<file path="src/rtl/nab_axil_regbank.sv">
// nab_axil_regbank: parametrised AXI4-Lite register bank (RW control, RO status, SC pulse bits); optional NAB_REGBANK_SNAPSHOT_EN shadows status
module nab_axil_regbank #(
    parameter int          ADDR_WIDTH = 9,
    parameter int          NUM_RW     = 4,
    parameter int          NUM_RO     = 4,
    parameter logic [31:0] RW_RST_VAL = 32'h0,
    parameter logic [31:0] SC_MASK    = 32'h0000_0004
) (
    input  logic                   S_AXI_ACLK,
    input  logic                   S_AXI_ARESETN,
    input  logic [ADDR_WIDTH-1:0]  S_AXI_AWADDR,
    input  logic                   S_AXI_AWVALID,
    output logic                   S_AXI_AWREADY,
    input  logic [31:0]            S_AXI_WDATA,
    input  logic [3:0]             S_AXI_WSTRB,
    input  logic                   S_AXI_WVALID,
    output logic                   S_AXI_WREADY,
    output logic [1:0]             S_AXI_BRESP,
    output logic                   S_AXI_BVALID,
    input  logic                   S_AXI_BREADY,
    input  logic [ADDR_WIDTH-1:0]  S_AXI_ARADDR,
    input  logic                   S_AXI_ARVALID,
    output logic                   S_AXI_ARREADY,
    output logic [31:0]            S_AXI_RDATA,
    output logic [1:0]             S_AXI_RRESP,
    output logic                   S_AXI_RVALID,
    input  logic                   S_AXI_RREADY,
    output logic [32*NUM_RW-1:0]   ctrl_o,
    output logic [31:0]            pulse_o,
    input  logic [32*NUM_RO-1:0]   status_i
);
    localparam int IW = ADDR_WIDTH - 2;

    logic            aw_full, w_full, commit, wr_ok, ar_take, rd_ok;
    logic [IW-1:0]   aw_idx, ar_idx;
    logic [31:0]     w_data, wmask, rd_word;
    logic [3:0]      w_strb;
    logic [31:0]     ctrl_q [NUM_RW];
    logic [31:0]     stat_w [NUM_RO];
    logic            unused_addr_bits;

    assign ar_idx           = S_AXI_ARADDR[ADDR_WIDTH-1:2];
    assign commit           = aw_full & w_full & ~S_AXI_BVALID;
    assign wr_ok            = aw_idx < IW'(NUM_RW);
    assign ar_take          = S_AXI_ARVALID & ~S_AXI_RVALID;
    assign wmask            = {{8{w_strb[3]}}, {8{w_strb[2]}}, {8{w_strb[1]}}, {8{w_strb[0]}}};
    assign S_AXI_AWREADY    = ~aw_full;
    assign S_AXI_WREADY     = ~w_full;
    assign S_AXI_ARREADY    = ~S_AXI_RVALID;
    assign unused_addr_bits = ^{S_AXI_AWADDR[1:0], S_AXI_ARADDR[1:0]};

    for (genvar k = 0; k < NUM_RW; k++) begin : g_ctrl
        assign ctrl_o[32*k +: 32] = ctrl_q[k];
    end
    for (genvar k = 0; k < NUM_RO; k++) begin : g_stat
        assign stat_w[k] = status_i[32*k +: 32];
    end

`ifdef NAB_REGBANK_SNAPSHOT_EN
    logic [31:0] shadow [NUM_RO];

    // a read of the first status word freezes all status words for a coherent burst of reads
    always_ff @(posedge S_AXI_ACLK or negedge S_AXI_ARESETN) begin
        if (!S_AXI_ARESETN) begin
            for (int k = 0; k < NUM_RO; k++) shadow[k] <= '0;
        end else if (ar_take && ar_idx == IW'(NUM_RW)) begin
            for (int k = 0; k < NUM_RO; k++) shadow[k] <= stat_w[k];
        end
    end
`endif

    // AW and W are buffered independently and drained together on commit
    always_ff @(posedge S_AXI_ACLK or negedge S_AXI_ARESETN) begin
        if (!S_AXI_ARESETN) begin
            aw_full <= 1'b0;
            w_full  <= 1'b0;
            aw_idx  <= '0;
            w_data  <= '0;
            w_strb  <= '0;
        end else begin
            aw_full <= commit ? 1'b0 : aw_full | S_AXI_AWVALID;
            w_full  <= commit ? 1'b0 : w_full | S_AXI_WVALID;
            if (S_AXI_AWVALID && !aw_full) aw_idx <= S_AXI_AWADDR[ADDR_WIDTH-1:2];
            if (S_AXI_WVALID && !w_full) begin
                w_data <= S_AXI_WDATA;
                w_strb <= S_AXI_WSTRB;
            end
        end
    end

    // write response: raised on commit, held until the master accepts it
    always_ff @(posedge S_AXI_ACLK or negedge S_AXI_ARESETN) begin
        if (!S_AXI_ARESETN) begin
            S_AXI_BVALID <= 1'b0;
            S_AXI_BRESP  <= 2'b00;
        end else begin
            S_AXI_BVALID <= commit | (S_AXI_BVALID & ~S_AXI_BREADY);
            S_AXI_BRESP  <= commit ? (wr_ok ? 2'b00 : 2'b10) : S_AXI_BRESP;
        end
    end

    // byte-masked control word update; self-clearing bits of word 0 only ever pulse
    always_ff @(posedge S_AXI_ACLK or negedge S_AXI_ARESETN) begin
        if (!S_AXI_ARESETN) begin
            for (int k = 0; k < NUM_RW; k++) ctrl_q[k] <= RW_RST_VAL & ~(k == 0 ? SC_MASK : 32'h0);
            pulse_o <= '0;
        end else begin
            pulse_o <= (commit && aw_idx == '0) ? SC_MASK & wmask & w_data : '0;
            for (int k = 0; k < NUM_RW; k++) begin
                if (commit && aw_idx == IW'(k))
                    ctrl_q[k] <= ((ctrl_q[k] & ~wmask) | (w_data & wmask)) & ~(k == 0 ? SC_MASK : 32'h0);
            end
        end
    end

    // read decode: control words, then status words, anything beyond is an error
    always_comb begin
        rd_word = '0;
        rd_ok   = 1'b0;
        for (int k = 0; k < NUM_RW; k++) begin
            if (ar_idx == IW'(k)) begin
                rd_word = ctrl_q[k];
                rd_ok   = 1'b1;
            end
        end
        for (int k = 0; k < NUM_RO; k++) begin
            if (ar_idx == IW'(NUM_RW + k)) begin
`ifdef NAB_REGBANK_SNAPSHOT_EN
                rd_word = k > 0 ? shadow[k] : stat_w[k];
`else
                rd_word = stat_w[k];
`endif
                rd_ok   = 1'b1;
            end
        end
    end

    // read data captured at the AR handshake and held until RREADY
    always_ff @(posedge S_AXI_ACLK or negedge S_AXI_ARESETN) begin
        if (!S_AXI_ARESETN) begin
            S_AXI_RVALID <= 1'b0;
            S_AXI_RDATA  <= '0;
            S_AXI_RRESP  <= 2'b00;
        end else begin
            S_AXI_RVALID <= ar_take | (S_AXI_RVALID & ~S_AXI_RREADY);
            if (ar_take) begin
                S_AXI_RDATA <= rd_word;
                S_AXI_RRESP <= rd_ok ? 2'b00 : 2'b10;
            end
        end
    end
endmodule

</file>
<file path="config.mk">
export PLATFORM = sky130hd
export DESIGN_NAME = nab_axil_regbank
export DESIGN_NICKNAME = d
export VERILOG_FILES = /design/src/rtl/nab_axil_regbank.sv
export SDC_FILE = /design/constraint.sdc
export NUM_CORES = 1
export LEC_CHECK = 0
export BUFFER_PORTS_ARGS = -buffer_cell sky130_fd_sc_hd__buf_4
export CORE_AREA = 2 2 151 153
export DETAILED_ROUTE_END_ITERATION = 12
export DIE_AREA = 0 0 153 155
export PLACE_DENSITY = 0.76
export RECOVER_POWER = 25
export REMOVE_ABC_BUFFERS = 1
export SYNTH_ARGS = -nofsm -noshare
export SYNTH_HDL_FRONTEND = slang
export SYNTH_SLANG_ARGS = --single-unit
</file>
<file path="constraint.sdc">
create_clock -name S_AXI_ACLK -period 3.41 [get_ports S_AXI_ACLK]
set_clock_uncertainty 0.1 [all_clocks]
set_input_delay 0 -clock S_AXI_ACLK [delete_from_list [all_inputs] [get_ports S_AXI_ACLK]]
set_output_delay 0 -clock S_AXI_ACLK [all_outputs]
set_load 0.02 [all_outputs]
</file>
# Word-level counts from Yosys, hierarchy flattened
# Cells that the tools add are included.
totals:
  regBits: 242
  in_bits: 189
  out_inout_bits: 201
  elab_cells: 83
op_classes:
  magnitude_cmp: 1
  eq_ne: 10
  n_mux: 21
  bitwise_logic: 26
  reduce_logical: 10
op_table:
  columns: ["operator", "count"]
  rows:
  - ["2-to-1 mux 32 bit", 9]
  - ["AND 32 bit", 5]
  - ["OR 32 bit", 4]
  - ["AND 3 x 32 -> 32 bit", 1]
  - ["inverter 32 bit", 1]
  - ["== test 7 x 2 -> 1 bit, second input constant", 4]
  - ["== test 7 x 3 -> 1 bit, second input constant", 4]
  - ["== test 7 x 1 -> 1 bit, second input constant", 2]
  - ["zero test 7 bit", 2]
  - ["2-to-1 mux 1 bit", 10]
  - ["< comparator 7 x 3 -> 1 bit, second input constant", 1]
  - ["logical AND 1 bit", 6]
  - ["inverter 1 bit", 6]
  - ["AND 1 bit", 5]
  - ["2-to-1 mux 2 bit", 2]
  - ["OR 1 bit", 4]
  - ["zero test 1 bit", 2]

# Depth between registers and ports, before layout
depth:
  ltp_word: 10
  depth_mapped: 7
  ltp_nobuf: 4

# Worst setup path before layout
# OpenSTA, ideal clock, no wires.
synth_path:
  path_kind: "register to register"
  from: "reg aw_idx[5]"
  to: "reg (tool-made name)"
  setup_ns: 0.125
  arrival_ns: 2.241
  required_time_ns: 3.185
  path_slack_ns: 0.944
  path_stages_with_launch: 7
  path_buffers: 2
  synth_period_minus_slack_ns: 2.466
  path_cell_list: "dfrtp_1 -> or4_4 -> or3_1 -> buf_6 -> buf_12 -> nor4b_4 -> mux2_2"
synth_rtl:
  columns: ["element", "line_no", "text"]
  rows:
  - ["from (decl)", "35", "logic [IW-1:0] aw_idx, ar_idx;"]
  - ["from (signal assigned)", "83", "if (S_AXI_AWVALID && !aw_full) aw_idx <= S_AXI_AWADDR[ADDR_WIDTH-1:2];"]

# Worst setup path in the final report
layout_path:
  from: "in S_AXI_ARADDR[4]"
  to: "reg S_AXI_RDATA[1]"
layout_between:
  elab_chain_cells: 9
layout_rtl:
  columns: ["element", "line_no", "text"]
  rows:
  - ["from (decl)", "21", "input logic [ADDR_WIDTH-1:0] S_AXI_ARADDR,"]
  - ["zero test 7 bit", "121", "if (ar_idx == IW'(k)) begin"]
  - ["2-to-1 mux 32 bit (4 in series)", "121", null]
  - ["2-to-1 mux 32 bit (3 in series)", "127", "if (ar_idx == IW'(NUM_RW + k)) begin"]
  - ["2-to-1 mux 32 bit *", "127", null]
  - ["to (signal assigned)", "147", "S_AXI_RDATA <= rd_word;"]
  - ["to (decl)", "24", "output logic [31:0] S_AXI_RDATA,"]
# Mark *: on every way between the ends. The rest lies on a longest branch, timed or not.
# A chain may end at the register's enable or synchronous reset.

==> flow_summary.toml <==
[outcome]
status = "complete, but fails checks"
violations = "max-capacitance violations, max-slew violations"

[power]
seq_power_share_pct = 41.2
p_int_w = 0.006313
switching_share_pct = 34.74
power_switching_w = 0.003361
p_leak_nw = 7.266
comb_power_share_pct = 31.5
powerDensity_mw_per_mm2 = 652.6
p_clk_share_pct = 27.3
peakVddDrop_mv = 0.3866

[clock_tree]
cts_tree = "built"
ctsResizeCount = 0
cts_buffer_depth = 3
worstSkewPairLatency_ns = 0.51
post-cts-setup-buffers = 0
clock-root-buffer = "clkbuf_16"
cts_buffers = 24
cts.sinks = 209
cts.htree.levels = 1
path_clk_slew_ns = 0.06

[timing]
rsz0062_at_grt = "no"
finalSetupViolCount = 0
period_needed_ns = 2.881
tightest_slew_ns = 2.448
finalCritPeriodShare_pct = 84.49
maxSlewHeadroom_pct = -63.17
worst_slack_ns = 0.5290
final-hold-violation-count = 0
fmax_ghz = 0.3471
fin_tns_setup_ns = 0
drv_slew = 97

[drt]
avgRoutedWirePerCell_um = 23.08
detail_route.first_pass.iterations = 6
routed_wirelength_mm = 37.02
drt_iter0_drc = 554
drc = 0
vias = 9162
ant_nets = 0
post_drt_via_cell_ratio = 5.712

[logic_synthesis]
synth.area.top_cells = "dfrtp_1, mux2_2, mux2i_1"
syn_inst = 852
ys_seq_elements = 209
avgSynthCellArea_um2 = 12.03
synth-simple-area-share_pct = 7.046
yosysSeqAreaShare_pct = 51.04
synth-edff-count = 0
async_flop_share_pct = 100.0
synth_top_cell_area_share_pct = 51.04
ys_types = 53
synthXorXnorAreaFrac_pct = 0
synth_adder_area_share_pct = 0
yosysTopAreaCell = "dfrtp_1"
dominantRegCellSynth = "dfrtp_1"
synthMuxAreaShare_pct = 24.56
syn_area_mm2 = 0.01025
synth_top_family_by_area = "multiplexers"
synth-compound-area-share_pct = 12.14
synth_warnings = 0

[global_routing]
overflow = 0
grt_max_degree = 98
grt_pass1_vias = 9585
grt_usage_pct = 30.21
grt_pass1_wl_mm = 55.28
antenna_found_initial = 0

[setup_path]
cpPeakStageDelay_ns = 0.63
critPathLaunch = "S_AXI_ARADDR[4]"
critPathRequiredTime_ns = 3.76
endpoint_kind = "register"
crit_slowest_cell = "nor2b_1"
setup.worst_path.end = "S_AXI_RDATA[1]$_DFFE_PN0P_"
r2r_slack_ns = 0.66
crit_type = "in -> reg"
crit_path_start_kind = "input port"
cp_data_arrival_time_ns = 3.23
rr_startpoint = "aw_idx[5]$_DFFE_PN0P_"
path_cells = "dlygate4sd3_1, buf_4, buf_4, nor2b_1, a22oi_1, o41ai_1, a211o_1, dlygate4sd3_1"
path_max_fanout = 28
r2r_cells = 5

[finish]
syn2layout_area_growth_pct = 44.67
diodes = 0
layout_commonest_cell = "buf_4"
fin_area_mm2 = 0.01482
final_cell_mix = "buf_4, dfrtp_1, mux2_2, dlygate4sd3_1, clkbuf_1"
fin_util_pct = 66.69
instances_no_fill = 1604
layout-drive-gt1-share_pct = 42.99
nets = 1490
fillers = 1702

[place]
io_buffers = 351
place_ws_ns = 0.6565
gp_routability_congestion = 0.8217
dp_cells = 1447
placed_cell_area_mm2 = 0.01307
hpwl_mm = 24.37

[die]
initial_core_util_pct = 46.10
ios = 390
num_rows = 55
coreArea_mm2 = 0.02223
dieHeight_um = 155
dieWidth_um = 153
die-area_mm2 = 0.02372

[job]
cap_violations = 1

[worst_hold_path]
hold_path.class = "in -> reg"
hold_depth = 3
[critical path, delay by kind of cell]
family                 cells  cell delay (ns)
AOI/OAI and AO/OA          3             0.77
buffers and inverters      4             1.77
and+or+nand+nor            1             0.63
[routing by layer]
| layer | up-vias | global-route usage [%] | part of all wire, % |
|---|---|---|---|
| met4 | 0 | 14.33 | 4.4 |
| met5 | - | 0 | 0 |
| met1 | 4528 | 36.36 | 38 |
| met3 | 125 | 5.877 | 7.3 |
| li1 | 3997 | - | - |
| met2 | 512 | 52.49 | 50 |
[cells in the mapped netlist (all sizes together) (5+ instances only)]
cell type	n
nor3	12
o22ai	35
a221o	5
clkbuf	49
nor2	33
nand2b	8
a21oi	50
nand2	33
o311ai	5
buf	44
a222oi	5
inv	8
mux2	179
o21ai	41
a22oi	5
a221oi	7
a31oi	18
mux2i	41
nor2b	10
dfrtp	209
[worst min path at each step]
stage               slack (ns)          start                         end
finish                    0.15   S_AXI_WVALID            w_full$_DFF_PN0_
global route              0.16   S_AXI_WVALID            w_full$_DFF_PN0_
CTS                       0.04  S_AXI_ARESETN  S_AXI_RDATA[6]$_DFFE_PN0P_
detailed placement       -0.02  S_AXI_ARESETN  S_AXI_RDATA[6]$_DFFE_PN0P_
global placement         -0.03  S_AXI_ARESETN  S_AXI_RDATA[6]$_DFFE_PN0P_
floorplan                -0.40  S_AXI_ARESETN  S_AXI_BRESP[1]$_DFFE_PN0P_
[stage by stage]
stage | hold slack (ns) | total power, W
after detailed placement | -0.02247 | 0.006965
after global routing | 0.1617 | 0.01010
after global placement | -0.02708 | 0.006869
after CTS | 0.04476 | 0.009775
after floorplan | -0.3956 | 0.005444
final | 0.1481 | 0.009674
[power groups by stage]
stage	clock, W	sequential [W]	combinational (W)
after global placement	0	0.00397	0.00290
after detailed placement	0	0.00400	0.00296
final	0.00264	0.00398	0.00305
after floorplan	0	0.00432	0.00112
after global routing	0.00278	0.00409	0.00324
after CTS	0.00268	0.00397	0.00313
[repair_timing]
item,CTS,global route
hold endpoints to repair,174,0
endpoints found under the setup margin,0,0
hold buffers,113,0
[cell type report]
class,count,area (um^2),share of cell area (%)
clock buffer,33,705.7,4.761
timing repair buffer,483,3751,25.31
tap,285,356.6,2.406
sequential,209,5230,35.28
clock inverter,11,111.4,0.7512
multi-input combinational,575,4638,31.29
inverter,8,30.03,0.2026
[cell families (layout without fill, tap and decap cells)]
family | Yosys count | in the layout
AO/OA/AOI/OAI | 196 | 196
buffers and inverters | 101 | 535
flip-flops | 209 | 209
multiplexers | 224 | 224
other | 1 | 34
AND/OR/NAND/NOR | 121 | 121
(Power assumes the default switching activity.)
